File: src/rtl/cascade_counter_pkg.sv
// Shared types and the per-stage next-value rule
// for the cascaded modulo counter.
package cascade_counter_pkg;

  localparam logic MODE_UP   = 1'b0;
  localparam logic MODE_DOWN = 1'b1;

  // Stage widths up to MAX_W-1 bits are supported.
  localparam int MAX_W = 32;

  typedef struct packed {
    logic             wrap;
    logic [MAX_W-1:0] nxt;
  } step_t;

  function automatic step_t next_step(
    input logic [MAX_W-1:0] cnt,
    input logic [MAX_W-1:0] limit,
    input logic             mode
  );
    step_t s;
    s.wrap = 1'b0;
    s.nxt  = cnt;
    if (mode == MODE_UP) begin
      if (cnt >= limit) begin
        s.nxt  = '0;
        s.wrap = 1'b1;
      end else begin
        s.nxt = cnt + 32'd1;
      end
    end else begin
      if (cnt == '0) begin
        s.nxt  = limit;
        s.wrap = 1'b1;
      end else if (cnt > limit) begin
        s.nxt = limit;
      end else begin
        s.nxt = cnt - 32'd1;
      end
    end
    return s;
  endfunction

endpackage

File: src/rtl/cascade_stage.sv
// One modulo counter stage: programmable terminal,
// up/down, synchronous load and registered carry.
module cascade_stage
  import cascade_counter_pkg::*;
#(
  parameter int WIDTH = 5
) (
  input  logic             clk,
  input  logic             rst,
  input  logic             load,
  input  logic [WIDTH-1:0] load_val,
  input  logic             tick,
  input  logic             mode,
  input  logic [WIDTH-1:0] limit,
  output logic [WIDTH-1:0] cnt,
  output logic             wrap,
  output logic             cout
);

  step_t s;
  logic  unused_hi;

  always_comb begin
    s = next_step(MAX_W'(cnt), MAX_W'(limit), mode);
  end

  // Terminal condition, independent of tick so the
  // carry chain in the parent stays loop-free.
  assign wrap      = s.wrap;
  assign unused_hi = |s.nxt[MAX_W-1:WIDTH];

  always_ff @(posedge clk) begin
    if (rst) begin
      cnt  <= '0;
      cout <= 1'b0;
    end else if (load) begin
      cnt  <= load_val;
      cout <= 1'b0;
    end else begin
      if (tick)
        cnt <= s.nxt[WIDTH-1:0];
      cout <= tick & s.wrap;
    end
  end

endmodule

File: src/rtl/cascade_counter.sv
// Chain of modulo counters cascaded by carry, plus a
// one-hot scan ring multiplexing stages onto one bus.
module cascade_counter
  import cascade_counter_pkg::*;
#(
  parameter  int NUM_STAGES = 3,
  parameter  int WIDTH      = 5,
  parameter  int SCAN_DIV   = 4,
  localparam int ADDR_W     = $clog2(NUM_STAGES)
) (
  input  logic                        clk,
  input  logic                        rst,
  input  logic                        en,
  input  logic                        mode,
  input  logic                        load,
  input  logic [NUM_STAGES*WIDTH-1:0] load_val,
  input  logic [NUM_STAGES*WIDTH-1:0] limit,
  output logic [NUM_STAGES*WIDTH-1:0] count,
  output logic [NUM_STAGES-1:0]       cout,
  output logic [NUM_STAGES-1:0]       scan_onehot,
  output logic [ADDR_W-1:0]           scan_addr,
  output logic [WIDTH-1:0]            scan_value
);

  localparam int PW = (SCAN_DIV > 1) ? $clog2(SCAN_DIV) : 1;

  logic [NUM_STAGES-1:0] tick;
  logic [NUM_STAGES-1:0] wrap;
  logic [PW-1:0]         pre;
  logic                  unused_wrap;

  assign unused_wrap = wrap[NUM_STAGES-1];
  assign tick[0]     = en;

  for (genvar i = 1; i < NUM_STAGES; i++) begin : g_tick
    assign tick[i] = en & (&wrap[i-1:0]);
  end

  for (genvar i = 0; i < NUM_STAGES; i++) begin : g_stage
    cascade_stage #(.WIDTH(WIDTH)) u_stage (
      .clk      (clk),
      .rst      (rst),
      .load     (load),
      .load_val (load_val[i*WIDTH +: WIDTH]),
      .tick     (tick[i]),
      .mode     (mode),
      .limit    (limit[i*WIDTH +: WIDTH]),
      .cnt      (count[i*WIDTH +: WIDTH]),
      .wrap     (wrap[i]),
      .cout     (cout[i])
    );
  end

  always_ff @(posedge clk) begin
    if (rst) begin
      pre         <= '0;
      scan_onehot <= NUM_STAGES'(1);
      scan_addr   <= '0;
    end else if (pre == PW'(SCAN_DIV - 1)) begin
      pre         <= '0;
      scan_onehot <= {scan_onehot[NUM_STAGES-2:0],
                      scan_onehot[NUM_STAGES-1]};
      scan_addr   <= (scan_addr == ADDR_W'(NUM_STAGES - 1))
                     ? '0 : scan_addr + 1'b1;
    end else begin
      pre <= pre + 1'b1;
    end
  end

  assign scan_value = count[int'(scan_addr)*WIDTH +: WIDTH];

endmodule
File: config.mk
export PLATFORM = sky130hd
export DESIGN_NAME = cascade_counter
export DESIGN_NICKNAME = d
export VERILOG_FILES = /design/src/rtl/cascade_counter_pkg.sv /design/src/rtl/cascade_stage.sv /design/src/rtl/cascade_counter.sv
export SDC_FILE = /design/constraint.sdc
export NUM_CORES = 1
export LEC_CHECK = 0
export ABC_AREA = 1
export BUFFER_PORTS_ARGS = -buffer_cell sky130_fd_sc_hd__buf_2
export CORE_MARGIN = 2
export CORE_UTILIZATION = 30
export DETAILED_ROUTE_END_ITERATION = 10
export GPL_TIMING_DRIVEN = 1
export PLACE_DENSITY = 0.48
export SETUP_SLACK_MARGIN = 0.05
export SLEW_MARGIN = 20
export SYNTH_ARGS = -nofsm -noshare
export SYNTH_HDL_FRONTEND = slang
export SYNTH_HIERARCHICAL = 1
export SYNTH_SLANG_ARGS = --single-unit
File: constraint.sdc
create_clock -name clk -period 3.25 [get_ports clk]
set_input_delay 0.65 -clock clk [delete_from_list [all_inputs] [get_ports clk]]
set_output_delay 0.65 -clock clk [all_outputs]
set_load 0.02 [all_outputs]
==> results of run 1 <==
per-stage QoR:
| stage | area (µm²) | setup WS [ns] | total power [µW] | util, % | cells |
|---|---|---|---|---|---|
| 2_1_floorplan | 2570 | 1.06 | 743 | - | 408 |
| 3_3_place_gp | 2960 | 0.687 | 872 | 35.8 | 570 |
| 3_5_place_dp | 2960 | 0.650 | 873 | 35.8 | 570 |
| 4_1_cts | 3000 | 0.856 | 1070 | 36.3 | 574 |
| 5_1_grt | 3000 | 0.583 | 1150 | 36.3 | 574 |
| 6_report | 3000 | 0.887 | 1050 | 36.3 | 574 |
worst max-delay path by stage:
stage                                   start                        end  slack [ns]  depth (start not counted)
finish              g_stage[0].u_stage/cnt[2]  g_stage[2].u_stage/cnt[0]        0.89                         13
CTS                 g_stage[0].u_stage/cnt[2]  g_stage[1].u_stage/cnt[2]        0.86                         13
global placement                     limit[4]  g_stage[1].u_stage/cnt[4]        0.69                         17
global route        g_stage[0].u_stage/cnt[2]  g_stage[2].u_stage/cnt[1]        0.58                         12
detailed placement                   limit[4]  g_stage[1].u_stage/cnt[2]        0.65                         17
floorplan                            limit[4]  g_stage[2].u_stage/cnt[0]        1.06                         16
layout make-up:
class | count | area share, %
Multi-Input combinational cell | 310 | 58.3
Sequential cell | 25 | 16.7
Timing Repair Buffer | 63 | 10.6
Inverter | 67 | 8.55
Tap cell | 105 | 4.38
Clock buffer | 4 | 1.50
routing by layer:
metal | track usage (%) | routed length [µm] | part of all wire (%) | vias up
met5 | 0 | 0 | 0 | -
li1 | - | - | - | 1406
met3 | 1.24 | 263 | 3.9 | 5
met2 | 26.1 | 3090 | 45 | 52
met4 | 3.17 | 63 | 0.93 | 0
met1 | 21.1 | 3380 | 50 | 1137
worst max-delay path: stages, from the launching register on:
cell and delay [ns]:
dfxtp_1 0.58, ha_1 0.32, nand2_1 0.11, nor2_4 0.05, a21oi_1 0.19, nand2_2 0.12, nand2_1 0.09, inv_1 0.04
nand2_1 0.09, nor2_1 0.06, nor2_1 0.35, nor2_1 0.09, nand2_1 0.08, a21oi_1 0.06
power by group through the flow:
| stage | Sequential, µW | Combinational, µW | Clock [µW] |
|---|---|---|---|
| 3_5_place_dp | 386 | 486 | 0 |
| 5_1_grt | 385 | 553 | 207 |
| 2_1_floorplan | 392 | 351 | 0 |
| 3_3_place_gp | 387 | 485 | 0 |
| 6_report | 378 | 482 | 193 |
| 4_1_cts | 379 | 489 | 199 |
state kept, by name, indices dropped and copies added (netlist names):
| signal | cells |
|---|---|
| g_stage.u_stage/cnt | 15 |
| scan_addr | 2 |
| scan_onehot | 3 |
| g_stage.u_stage/cout | 3 |
| pre | 2 |
==> flow_metrics.tcl, run 1 <==
set metrics [dict create \
    dr.pass1.iters 4 \
    min_from "pre[0]" \
    swShare_pct 43.0 \
    clk_latency_ns 0.27 \
    power.density_nw_per_um2 351 \
    reg2reg_setup_slack_ns 0.89 \
    post_cts_buffers 0 \
    mostFrequentLayoutCells "nand2_1, buf_2, inv_1, nand3_1, dfxtp_1" \
    die_w_um 96.5 \
    cts_hold_buf 0 \
    track_usage_pct 15.3 \
    die_y_um 96.5 \
    path_clk_slew_ns 0.09 \
    clockRootBuffer "clkbuf_8" \
    drtIter0Drc 74 \
    p_int_uw 600 \
    p_clk_share_pct 18.3 \
    antennaDiodeCount 0 \
    fin_skew_ns 0.00238 \
    dpl.hpwl_mm 5.32 \
    synth_warnings 6 \
    cts-buffers-inserted 3 \
    nNetsFinal 527 \
    grt-ovfl-total 0 \
    p_switching_uw 454 \
    holdPathEnd "pre[0]" \
    slew_headroom_pct 63.4 \
    slew_violations 0 \
    p_comb_share_pct 45.8 \
    min_period_over_period_pct 72.7 \
    vdd_drop_max_mv 0.129 \
    fillers 971 \
    tightestPinTransition_ns 0.548 \
    post-route-min-period_ns 2.36 \
    setup_violations 0 \
    layout-drive-gt1-share_pct 23.5 \
    finalHoldViolCount 0 \
    portBuffers 62 \
    synthCells 408 \
    ctsLongestPathBuffers 2 \
    io_pins 63 \
    grt_pass1_vias 2409 \
    antenna_found_initial 0 \
    worstRegToRegCells 13 \
    outcome "complete, no violations" \
    grt_pass1_wl_mm 11.3 \
    ant_nets 0 \
    final_common_cell "nand2_1" \
    cts.sinks 25 \
    whs_path_depth 1 \
    core.rowCount 33 \
    multiInputGateArea_um2 1750 \
    synth.net_count 465 \
    cp-start-kind "flop" \
    cts-resized-gates 0 \
    wl_per_cell_um 11.8 \
    worstSetupPathType "reg2reg" \
    worstPathArrival_ns 2.51 \
    vias 2600 \
    cts_tree "built" \
    core-area_um2 8260 \
    critPathRequiredTime_ns 3.40 \
    finalSetupTns_ns 0 \
    gp_congestion 0.775 \
    pwr-share-seq_pct 35.9 \
    initial_core_util_pct 31.1 \
    path_max_fanout 10 \
    htreeDepth 1 \
    max_freq_ghz 0.423 \
    power_leakage_uw 0.00164 \
    cp-end-kind "flop" \
    die_area_um2 9310 \
    drv_cap 0 \
    vias_per_cell 4.53 \
    whs_ns 0.421 \
    rsz0062_at_grt "false" \
    route.detailed.drc 0 \
    syn_to_final_growth_pct 16.9 \
    hp-class "reg2reg" \
    syn-mean-instance-area_um2 6.29 \
    syn_area_um2 2570 \
    r2r-start "g_stage[0].u_stage/cnt[2]" \
    wl_mm 6.79 \
    r2r-end "g_stage[2].u_stage/cnt[0]" \
    final-seq-area_um2 500 \
    grt_max_degree 22 \
]
Note: power is estimated with default switching activity, not from simulation.
==> run 2: changes to the inputs <==
clock period = 2.4 ns   (was 3.25 ns; I/O delays follow)
==> run 2 against run 1 <==
Effect of this change: combinational power up 52%; sequential cell count unchanged; final cell count up 3.0%; wire length up 2.8%; power up 39%; non-clock buffer count up 17; clock skew up 0.0042 ns; final area up 4.3%; first-iteration DRC count unchanged; core utilization up 1.5 points; sequential power up 26%; worst setup slack worse by 0.56 ns; largest power group unchanged; highest routed layer unchanged.
==> flow_metrics.tcl, run 2 (same netlist as run 1, synthesis figures left out) <==
set metrics [dict create \
    io_pins 63 \
    track_usage_pct 15.6 \
    final_common_cell "nand2_1" \
    post-route-min-period_ns 2.07 \
    outcome "complete, no violations" \
    core-area_um2 8260 \
    finalSetupTns_ns 0 \
    mostFrequentLayoutCells "nand2_1, buf_2, inv_1, nand3_1, dfxtp_1" \
    syn_to_final_growth_pct 21.9 \
    portBuffers 62 \
    cts-resized-gates 0 \
    wl_mm 6.98 \
    die_y_um 96.5 \
    worstSetupPathType "in2reg" \
    nNetsFinal 544 \
    vdd_drop_max_mv 0.163 \
    power_leakage_uw 0.00173 \
    cts_tree "built" \
    min_from "pre[0]" \
    top_register "g_stage.u_stage/cnt" \
    cts-buffers-inserted 3 \
    critPathRequiredTime_ns 2.54 \
    drv_cap 0 \
    dpl.hpwl_mm 5.69 \
    fillers 962 \
    final_area_um2 3130 \
    antennaDiodeCount 0 \
    fin_skew_ns 0.00653 \
    clockRootBuffer "clkbuf_8" \
    drtIter0Drc 74 \
    htreeDepth 1 \
    ant_nets 0 \
    post_cts_buffers 0 \
    cts.sinks 25 \
    cp-start-kind "input port" \
    vias_per_cell 4.50 \
    path_clk_slew_ns 0.09 \
    antenna_found_initial 0 \
    slew_headroom_pct 64.0 \
    r2r-start "g_stage[0].u_stage/cnt[1]" \
    whs_path_depth 1 \
    setup_violations 0 \
    max_freq_ghz 0.482 \
    total_power_uw 1470 \
    holdPathEnd "pre[0]" \
    route.detailed.drc 0 \
    top_regs "g_stage.u_stage/cnt (15), g_stage.u_stage/cout (3), scan_onehot (3)" \
    layout-drive-gt1-share_pct 26.1 \
    worstRegToRegCells 15 \
    core.rowCount 33 \
    reg2reg_setup_slack_ns 0.35 \
    dp_slack_ns 0.0202 \
    hp-class "reg2reg" \
    grt-ovfl-total 0 \
    vias 2661 \
    ctsLongestPathBuffers 2 \
    grt_pass1_vias 2468 \
    power.density_nw_per_um2 469 \
    die_w_um 96.5 \
    setup_ws_ns 0.327 \
    wl_per_cell_um 11.8 \
    grt_pass1_wl_mm 11.5 \
    tightestPinTransition_ns 0.540 \
    clk_latency_ns 0.27 \
    post_dp_cell_area_um2 3080 \
    gp_congestion 0.824 \
    cp-end-kind "flop" \
    slew_violations 0 \
    min_period_over_period_pct 86.4 \
    grt_max_degree 22 \
    initial_core_util_pct 31.1 \
    worstPathArrival_ns 2.21 \
    dr.pass1.iters 4 \
    rsz0062_at_grt "false" \
    cts_hold_buf 0 \
    finalHoldViolCount 0 \
    r2r-end "g_stage[2].u_stage/cnt[0]" \
    path_max_fanout 7 \
    largest_register_ffs 15 \
    die_area_um2 9310 \
]
==> run 2: power by group <==
part           switching (µW)  internal (µW)  total (µW)
sequential               31.2            447         478
combinational             452            282         734
clock                     135            119         254
==> run 2: metrics by stage <==
step | cells | util, % | hold WS [ns]
2_1_floorplan | 408 | - | 0.395
3_3_place_gp | 587 | 37.3 | 0.405
3_5_place_dp | 587 | 37.3 | 0.422
4_1_cts | 591 | 37.9 | 0.436
5_1_grt | 591 | 37.9 | 0.461
6_report | 591 | 37.9 | 0.424
==> run 2: layout make-up <==
type | instances | area [µm²] | area share, %
inverter | 67 | 256 | 8.20
clock buffer | 4 | 45.0 | 1.44
sequential | 25 | 500 | 16.0
timing repair buffer | 80 | 445 | 14.2
tap | 105 | 131 | 4.20
multi-input combinational | 310 | 1750 | 55.9
==> run 2: critical path, stage by stage <==
cell,delay [ns]
buf_2,0.10
inv_1,0.04
ha_1,0.31
nand2_2,0.10
inv_1,0.04
nand2_1,0.07
nand3_2,0.11
inv_2,0.08
nand2_2,0.05
nand2_1,0.09
inv_1,0.04
nand2_1,0.09
nor2_1,0.06
nor2_1,0.32
nor2_1,0.09
nand2_1,0.08
a21oi_1,0.05
==> run 2: worst max path at each step <==
stage	to	cells past startpoint	start
after floorplan	g_stage[2].u_stage/cnt[0]	15	g_stage[0].u_stage/cnt[3]
after global routing	g_stage[2].u_stage/cnt[1]	13	g_stage[0].u_stage/cnt[1]
final	g_stage[2].u_stage/cnt[0]	17	limit[4]
after CTS	g_stage[2].u_stage/cnt[0]	17	limit[4]
after global placement	g_stage[2].u_stage/cnt[3]	16	limit[4]
after detailed placement	g_stage[2].u_stage/cnt[0]	17	limit[4]
==> run 2: layer usage <==
layer	part of all wire, %	vias to the layer above	GRT usage [%]
met5	0	-	0
met4	0.82	0	3.17
met3	5.3	4	1.55
met2	45	60	27.1
met1	49	1162	21.0
li1	-	1435	-
==> run 3: changes to the inputs <==
CORE_UTILIZATION = 40   (was 30)
PLACE_DENSITY = 0.61   (was 0.48)
==> run 3 against run 2 <==
Effect of this change: critical endpoint unchanged; register-to-register slack hardly changed; largest power group unchanged; maximum frequency is 0.17% higher; sequential share of layout area rose by 0.30 points.
==> flow_metrics.tcl, run 3 (same netlist as run 1, synthesis figures left out) <==
set metrics [dict create \
    cts_tree "built" \
    reg2reg_setup_slack_ns 0.36 \
    layout-drive-gt1-share_pct 25.7 \
    gp_congestion 0.836 \
    top_register "g_stage.u_stage/cnt" \
    drv_cap 0 \
    cts-resized-gates 0 \
    die_y_um 84.1 \
    antennaDiodeCount 0 \
    min_period_over_period_pct 86.2 \
    grt_pass1_wl_mm 11.0 \
    final_common_cell "nand2_1" \
    worst-path-buf-inv 6 \
    path_clk_slew_ns 0.08 \
    cp-end-kind "flop" \
    cp.depth 17 \
    critPathRequiredTime_ns 2.54 \
    r2r-start "g_stage[1].u_stage/cnt[4]" \
    hp-class "reg2reg" \
    syn_to_final_growth_pct 19.6 \
    die_w_um 84.1 \
    cts.sinks 25 \
    crit_top_cell "inv_1" \
    wl_mm 6.34 \
    whs_path_depth 1 \
    crit_slowest_cell "ha_1" \
    worstPathArrival_ns 2.21 \
    mostFrequentLayoutCells "nand2_1, buf_2, inv_1, nand3_1, dfxtp_1" \
    finish.utilization_pct 48.9 \
    ctsLongestPathBuffers 2 \
    dr.pass1.iters 4 \
    htreeDepth 1 \
    initial_core_util_pct 40.9 \
    vdd_drop_max_mv 0.244 \
    finalHoldViolCount 0 \
    cpLargestDelayFamily "simple AND/OR/NAND/NOR gates" \
    route.detailed.drc 0 \
    core-area_um2 6280 \
    fin_skew_ns 0.00247 \
    ant_nets 0 \
    crit_chain "buf_2 > inv_1 > ha_1 > nand2_2 > inv_1 > nand2_1 > nand3_2 > inv_2 > nand2_2 > nand2_1 > inv_1 > inv_1 > nor2_1 > nor2_1 > nor2_1 > nand2_1 > a21oi_1" \
    vias 2637 \
    max_freq_ghz 0.483 \
    post_cts_buffers 0 \
    power_leakage_uw 0.00171 \
    vias_per_cell 4.71 \
    min_from "pre[0]" \
    nNetsFinal 541 \
    fillers 669 \
    path_max_fanout 7 \
    crit_path_max_incr_delay_ns 0.31 \
    top_regs "g_stage.u_stage/cnt (15), g_stage.u_stage/cout (3), scan_onehot (3)" \
    dpl.hpwl_mm 5.14 \
    drtIter0Drc 91 \
    total_power_uw 1440 \
    worstRegToRegCells 15 \
    cp-start-kind "input port" \
    core.rowCount 29 \
    outcome "complete, no violations" \
    grt_max_degree 22 \
    io_pins 63 \
    finalSetupTns_ns 0 \
    holdPathEnd "pre[0]" \
    cts_hold_buf 0 \
    slew_violations 0 \
    wl_per_cell_um 11.3 \
    track_usage_pct 18.5 \
    grt-ovfl-total 0 \
    post-route-min-period_ns 2.07 \
    setup_violations 0 \
    tightestPinTransition_ns 0.524 \
    clockRootBuffer "clkbuf_8" \
    r2r-end "g_stage[2].u_stage/cnt[0]" \
    power.density_nw_per_um2 468 \
    slew_headroom_pct 65.0 \
    portBuffers 62 \
    worstSetupPathType "in2reg" \
    grt_pass1_vias 2464 \
    die_area_um2 7080 \
    rsz0062_at_grt "false" \
    antenna_found_initial 0 \
    clk_latency_ns 0.26 \
    cts-buffers-inserted 3 \
    largest_register_ffs 15 \
]
-- run 3: changes by cell type in the layout (fill, tap and decap cells not counted), sizes merged --
| cell | previous run | this run |
|---|---|---|
| buf | 80 | 77 |
-- run 3: layout make-up --
| cell class | count | area, µm² | share of cell area [%] |
|---|---|---|---|
| Clock buffer | 4 | 45.0 | 1.47 |
| Inverter | 67 | 256 | 8.35 |
| Multi-Input combinational cell | 310 | 1750 | 57.0 |
| Sequential cell | 25 | 500 | 16.3 |
| Tap cell | 77 | 96.3 | 3.14 |
| Timing Repair Buffer | 77 | 423 | 13.8 |
-- run 3: worst max path at each step --
stage                     slack (ns)                         to                      start
after floorplan                 0.33  g_stage[2].u_stage/cnt[0]  g_stage[0].u_stage/cnt[3]
after global routing            0.06  g_stage[2].u_stage/cnt[0]                   limit[9]
after global placement          0.07  g_stage[2].u_stage/cnt[0]                   limit[9]
after detailed placement        0.05  g_stage[1].u_stage/cnt[0]                   limit[4]
final                           0.33  g_stage[2].u_stage/cnt[0]                   limit[9]
after CTS                       0.33  g_stage[2].u_stage/cnt[0]                   limit[9]
-- run 3: power breakdown --
part	internal, µW	total, µW	switching, µW
combinational	273	714	441
clock	119	248	130
sequential	447	476	29.4
-- run 3: worst register-to-register path, delay by kind of cell (launching register included) --
kind	cells	cell delay, ns
and+or+nand+nor	9	1.01
adders and majority gates	1	0.30
AOI/OAI and AO/OA	1	0.06
DFF	1	0.33
buffers and inverters	4	0.22
-- run 3: metrics by stage --
step | std cells | hold slack, ns | worst slack [ns] | area, µm²
after floorplan | 408 | 0.395 | 0.334 | 2570
after global placement | 556 | 0.403 | 0.0733 | 3030
after detailed placement | 556 | 0.413 | 0.0476 | 3030
after CTS | 560 | 0.426 | 0.331 | 3070
after global routing | 560 | 0.460 | 0.0650 | 3070
final | 560 | 0.423 | 0.331 | 3070
-- run 3: layer usage --
layer  track usage, %  vias up  routed length (µm)
met5                0        -                   0
met4             2.64        0                  45
met3             3.46        6                 335
met2             33.3       65                3060
met1             23.5     1139                2900
li1                 -     1427                   -
